[src/rtl/tft_call_seq.sv]
// tft_call_seq: steps through a latched program of one-hot calls to a base module,
// with per-call timeout, optional looping, abort and a sticky error flag.
module tft_call_seq #(
  parameter int N_CALL  = 3,
  parameter int SEQ_LEN = 4,
  parameter int ID_W    = 2,
  parameter int TMO     = 1000000,
  localparam int SW     = SEQ_LEN > 1 ? $clog2(SEQ_LEN) : 1,
  localparam int CW     = $clog2(TMO) + 1
) (
  input  logic                    CLOCK,
  input  logic                    RESET,
  input  logic                    iStart,
  input  logic [SEQ_LEN*ID_W-1:0] iSeq,
  input  logic                    iLoop,
  input  logic                    iAbort,
  input  logic                    iDone,
  output logic [N_CALL-1:0]       oCall,
  output logic                    oBusy,
  output logic                    oDone,
  output logic                    oErr,
  output logic [SW-1:0]           oStep
);
  typedef enum logic [2:0] {IDLE, FETCH, CALL, GAP, FIN, ERR} state_t;
  state_t                  state_q, state_d;
  logic [SEQ_LEN*ID_W-1:0] prog_q, prog_d;
  logic [SW-1:0]           step_q, step_d;
  logic [N_CALL-1:0]       call_q, call_d;
  logic [CW-1:0]           cnt_q, cnt_d;
  logic                    err_q, err_d;
  logic [ID_W-1:0]         entry;
  assign entry = prog_q[step_q*ID_W +: ID_W];
  always_ff @(posedge CLOCK) begin
    if (RESET) begin
      state_q <= IDLE;
      prog_q  <= '0;
      step_q  <= '0;
      call_q  <= '0;
      cnt_q   <= '0;
      err_q   <= 1'b0;
    end else begin
      state_q <= state_d;
      prog_q  <= prog_d;
      step_q  <= step_d;
      call_q  <= call_d;
      cnt_q   <= cnt_d;
      err_q   <= err_d;
    end
  end
  // Abort outranks every in-state decision, including iDone and timeout.
  always_comb begin
    state_d = state_q;
    prog_d  = prog_q;
    step_d  = step_q;
    call_d  = call_q;
    cnt_d   = cnt_q;
    err_d   = err_q;
    if (iAbort && state_q != IDLE) begin
      state_d = IDLE;
      call_d  = '0;
    end else begin
      case (state_q)
        IDLE: if (iStart) begin
          prog_d  = iSeq;
          step_d  = '0;
          err_d   = 1'b0;
          state_d = FETCH;
        end
        FETCH: if (entry == '0) state_d = FIN;
        else if (entry > ID_W'(N_CALL)) begin
          err_d   = 1'b1;
          state_d = ERR;
        end else begin
          call_d  = N_CALL'(1) << (entry - ID_W'(1));
          cnt_d   = '0;
          state_d = CALL;
        end
        CALL: if (iDone) begin
          call_d  = '0;
          state_d = GAP;
        end else if (cnt_q == CW'(TMO - 1)) begin
          call_d  = '0;
          err_d   = 1'b1;
          state_d = ERR;
        end else cnt_d = cnt_q + CW'(1);
        GAP: if (step_q == SW'(SEQ_LEN - 1)) state_d = FIN;
        else begin
          step_d  = step_q + SW'(1);
          state_d = FETCH;
        end
        FIN: if (iLoop) begin
          step_d  = '0;
          state_d = FETCH;
        end else state_d = IDLE;
        default: state_d = IDLE;
      endcase
    end
  end
  always_comb begin
    oCall = call_q;
    oBusy = state_q != IDLE;
    oDone = state_q == FIN && !iAbort;
    oErr  = err_q;
    oStep = step_q;
  end
endmodule

[config.mk]
export PLATFORM = sky130hd
export DESIGN_NAME = tft_call_seq
export DESIGN_NICKNAME = d
export VERILOG_FILES = /design/src/rtl/tft_call_seq.sv
export SDC_FILE = /design/constraint.sdc
export NUM_CORES = 1
export LEC_CHECK = 0
export CAP_MARGIN = 20
export CORE_ASPECT_RATIO = 1.2
export CORE_MARGIN = 10
export CORE_UTILIZATION = 25
export CTS_CLUSTER_DIAMETER = 150
export DETAILED_ROUTE_END_ITERATION = 8
export PLACE_DENSITY = 0.41
export REMOVE_ABC_BUFFERS = 1
export SETUP_SLACK_MARGIN = 0.5
export SYNTH_ARGS = -nofsm -noshare
export SYNTH_HDL_FRONTEND = slang
export SYNTH_SLANG_ARGS = --single-unit
[constraint.sdc]
create_clock -name CLOCK -period 2 [get_ports CLOCK]
set_input_delay 0.4 -clock CLOCK [delete_from_list [all_inputs] [get_ports CLOCK]]
set_output_delay 0.4 -clock CLOCK [all_outputs]
set_load 0.005 [all_outputs]
---- Word-level counts from Yosys, hierarchy flattened ----
Index checks and enable logic that the tools add are counted.
W data, S select, Z words.
word-level totals
  bits in registers ....................... 38
  bits of input ports ..................... 14
  output and inout bits ................... 8
  logic and storage cells ................. 73
cells by class
  add/sub/neg operators ................... 3
  order comparisons ....................... 1
  eq/ne operators ......................... 16
  shift operators ......................... 2
  mux-type cells .......................... 28
  bitwise logic cells ..................... 1
  reductions and logical operators ........ 16
operators with widths
  operator                 count
  $mux W21                 4
  $pmux W21 S2             1
  $mux W3                  10
  $add A21 B1 Y21 const B  1
  $eq A21 B20 Y1 const B   1
  $ne A2 B2 Y1 const B     9
  $pmux W3 S5              1
  $reduce_bool A3 Y1       3
  $shiftx A8 B4 Y2         1
  $reduce_and A7 Y1        1
  $eq A3 B2 Y1 const B     2
  $mux W1                  6
  $mux W2                  3
  $pmux W2 S3              1
  $pmux W3 S2              1
  $reduce_and A6 Y1        1
  $reduce_and A5 Y1        1
  $reduce_and A4 Y1        1
  $eq A3 B1 Y1 const B     1
  $eq A3 B3 Y1 const B     1
  $logic_not A3 Y1         1
  $ne A3 B3 Y1 const B     1
  $pmux W1 S3              1
  $reduce_and A3 Y1        1
  12 further kinds         13

---- Longest topological paths before layout ----
  depth in word-level cells ............... 6
  mapped depth ............................ 7
  depth with buffers taken out ............ 6

---- Least setup slack after synthesis ----
No wires, ideal clock.
  path kind ............................... register to register
  start point ............................. reg cnt_q[0]
  end point ............................... reg call_q[2], in the netlist oCall[2]
  setup time .............................. 0.070 ns
  data arrival time ....................... 2.079 ns
  required time ........................... 1.930 ns
  setup slack ............................. -0.150 ns
  cell stages (with the launch flop) ...... 7
  buffers on the path ..................... 0
  clock period less this slack ............ 2.150 ns
  path through ............................ dfxtp_1 > ha_1 > nand3_2 > or4_4 > o311a_1 > or3_1 > a21boi_1
on the way
  word-level cells in the longest chain between the ends .. 3
ends and longest elaborated chain
  item                                line  text
  start: declaration                  29    logic [CW-1:0] cnt_q, cnt_d;
  start signal: assignment            46    cnt_q <= cnt_d;
  $eq A21 B20 Y1                      81    end else if (cnt_q == CW'(TMO - 1)) begin
  $ne A3 B3 Y1 (no source line)       -
  $reduce_and A4 Y1 (no source line)  -
  end signal: assignment              45    call_q <= call_d;
  end: declaration                    28    logic [N_CALL-1:0] call_q, call_d;
No other way between the ends.
A chain may end at the register's enable or synchronous reset.

---- Final worst setup path ----
  start point ............................. reg cnt_q[6]
  end point ............................... reg call_q[2], in the netlist oCall[2]
Same word-level chain as after synthesis.

==> flow_summary.toml <==
[layout]
instances_no_fill = 435
diodes = 0
num-fill-cells = 819
areaGrowthSynthToFinish_pct = 71.4
drive_above_1_share_pct = 47.1
nets = 355

[logic_synthesis]
synth_cells = 255
syn-cell-area_mm2 = 0.00204
synthTopCellsByCount = "dfxtp_1, nand2_1, a21oi_1, o21ai_0"
yosysSeqAreaShare_pct = 37.3
async_reset_ff_share_pct = 0
synth-main-ff-cell = "dfxtp_1"
syn_avg_cell_area_um2 = 8.00
yosysTopAreaCell = "dfxtp_1"
synth_cell_types = 44
synth.ff_latch_count = 38
synth_top_area_share_pct = 37.3
yosys_warnings = 0
synth-edff-count = 0
synth_area_leaders = "dfxtp_1, a21oi_1, nand2_1, a311oi_1, o21ai_0"

[grt]
grt_pass1_vias = 2344
grtUsageTotal_pct = 11.7
antenna_found_initial = 0
overflow = 0
grt_max_degree = 29
grt_pass1_wl_um = 11400

[floorplanning]
row_count = 36
ios = 22
die_area_mm2 = 0.0122
die_w_um = 102
core_mm2 = 0.00806
initial_core_util_pct = 25.3
dieHeight_um = 119

[placed_design]
numPlacedInstances = 406
routabilityCongestion = 0.762
dp_hpwl_um = 4710
port_buffers = 21

[timing]
setup_ws_ns = -0.0418
worst_pin_slew_ns = 0.371
skew_ns = 0.0108
min_period_over_period_pct = 102
setup_viol = 3
hold_viol = 0
slew_headroom_pct = 75.2
rsz0062_at_grt = "true"
fmax_ghz = 0.490
fin_crit_ns = 2.04
holdWs_ns = 0.461
drv_slew = 0

[critical_path]
worstPathArrival_ns = 2.28
crit_type = "flop to flop"
critPathMaxFanout = 4
start_kind = "flop"
cp-end-kind = "flop"
critPathRequiredTime_ns = 2.24

[routing]
viasPerCell = 5.21
routed_wl_um = 7070
vias = 2267
drc = 0
final_antenna_net_count = 0
firstDrtPassIters = 4
avgRoutedWirePerCell_um = 16.3
drt-initial-drc-count = 84

[clocking]
cts_sinks = 38
htreeDepth = 2
clk_path_buf_depth = 2
clk_pin_slew_worst_paths_ns = 0.09
cts_tree = "yes"
insertion_delay_ns = 0.30
cts_buffers = 5
clock_tree.root_cell = "clkbuf_8"
hold_buffers = 0

[run_status]
status = "finished with violations"
violations = "negative setup slack"

[power]
finalPower_uw = 2150
irDropWorstVdd_mv = 0.269
leakage_uw = 0.00126
power_density_mw_per_mm2 = 615

[flow_run]
cap_violations = 0

[hold_path]
hold_path_class = "flop to flop"
## worst paths after layout
check,cells past startpoint,start,to,slack [ns]
worst max register to register,5,cnt_q[6],oCall[2],-0.04
worst min register to register,2,oCall[1],oCall[1],0.46
worst min-delay path,2,oCall[1],oCall[1],0.46
worst max-delay path,5,cnt_q[6],oCall[2],-0.04
## cells in the final DEF (no fill, tap or decap), drive strengths merged, types with 3 or more instances in the layout
cell,count
or3,6
dfxtp,38
a31oi,4
and2,3
nand3b,3
a21oi,29
nor3b,3
and3,3
nand3,9
a311oi,11
nor2,7
clkdlybuf4s50,12
o21a,4
nor4,3
nor4b,3
nor3,11
clkbuf,6
nand4,9
a41oi,5
buf,74
nand2b,6
nand2,38
o21ai,14
inv,6
dlygate4sd2,7
## final cells by class
| cell class | instances | area (um^2) | area share (%) |
|---|---|---|---|
| Sequential cell | 38 | 776 | 22.2 |
| Clock buffer | 6 | 82.6 | 2.36 |
| Timing Repair Buffer | 93 | 875 | 25.0 |
| Multi-Input combinational cell | 195 | 1560 | 44.7 |
| Tap cell | 95 | 119 | 3.40 |
| Inverter | 6 | 22.5 | 0.644 |
| Clock inverter | 2 | 60.1 | 1.72 |
## report_power, final
group | internal (uW) | switching, uW | leakage [uW]
Clock | 533 | 309 | 0.0000714
Sequential | 779 | 21.6 | 0.000312
Combinational | 277 | 234 | 0.000877
Total | 1590 | 564 | 0.00126
## flip-flops by register name, summed over array words and instances (netlist names)
name / count
oCall: 3
state_q: 3
cnt_q: 21
oErr: 1
prog_q: 8
oStep: 2
## through the flow
stage | area (um^2) | setup TNS, ns | util [%] | setup WS, ns
after CTS | 3320 | -0.0984 | 41.1 | -0.0454
after global routing | 3500 | -1.12 | 43.4 | -0.113
after floorplan | 1970 | -4.00 | - | -0.307
after detailed placement | 2710 | -0.762 | 33.6 | -0.100
after global placement | 2710 | -0.880 | 33.6 | -0.108
final | 3500 | -0.0901 | 43.4 | -0.0418
## worst max-delay path: stages, from the launching register on
cell,delay (ns)
dfxtp_2,0.33
or3_1,0.36
or4_4,0.48
o311a_4,0.34
or3_1,0.34
a21boi_1,0.13
## kinds of logic (layout without fill, tap and decap cells)
| logic type | count (synthesis) | count (layout) | synth area share [%] |
|---|---|---|---|
| flip-flops | 38 | 38 | 37.3 |
| adder cells (fa/ha/maj) | 2 | 2 | 1.23 |
| multiplexers | 4 | 4 | 3.19 |
| AND/OR/NAND/NOR | 111 | 111 | 29.1 |
| AO/OA/AOI/OAI | 78 | 78 | 24.8 |
| buffers and inverters | 22 | 107 | 4.35 |
## per-layer routing
metal	up-vias	global-route usage, %	share of wire [%]
met4	0	4.59	1.9
met5	-	0	0
li1	1133	-	-
met2	31	21.0	52
met1	1096	13.1	44
met3	7	2.02	2.5
## timing repair
item	4_1_cts	5_1_grt
gates resized for setup	103	32
hold endpoints to repair	0	0
buffers inserted	16	4
cloned	1	0
endpoints found under the setup margin	38	40
pin swaps	37	12
No activity file was read; power rests on OpenSTA's default activity.
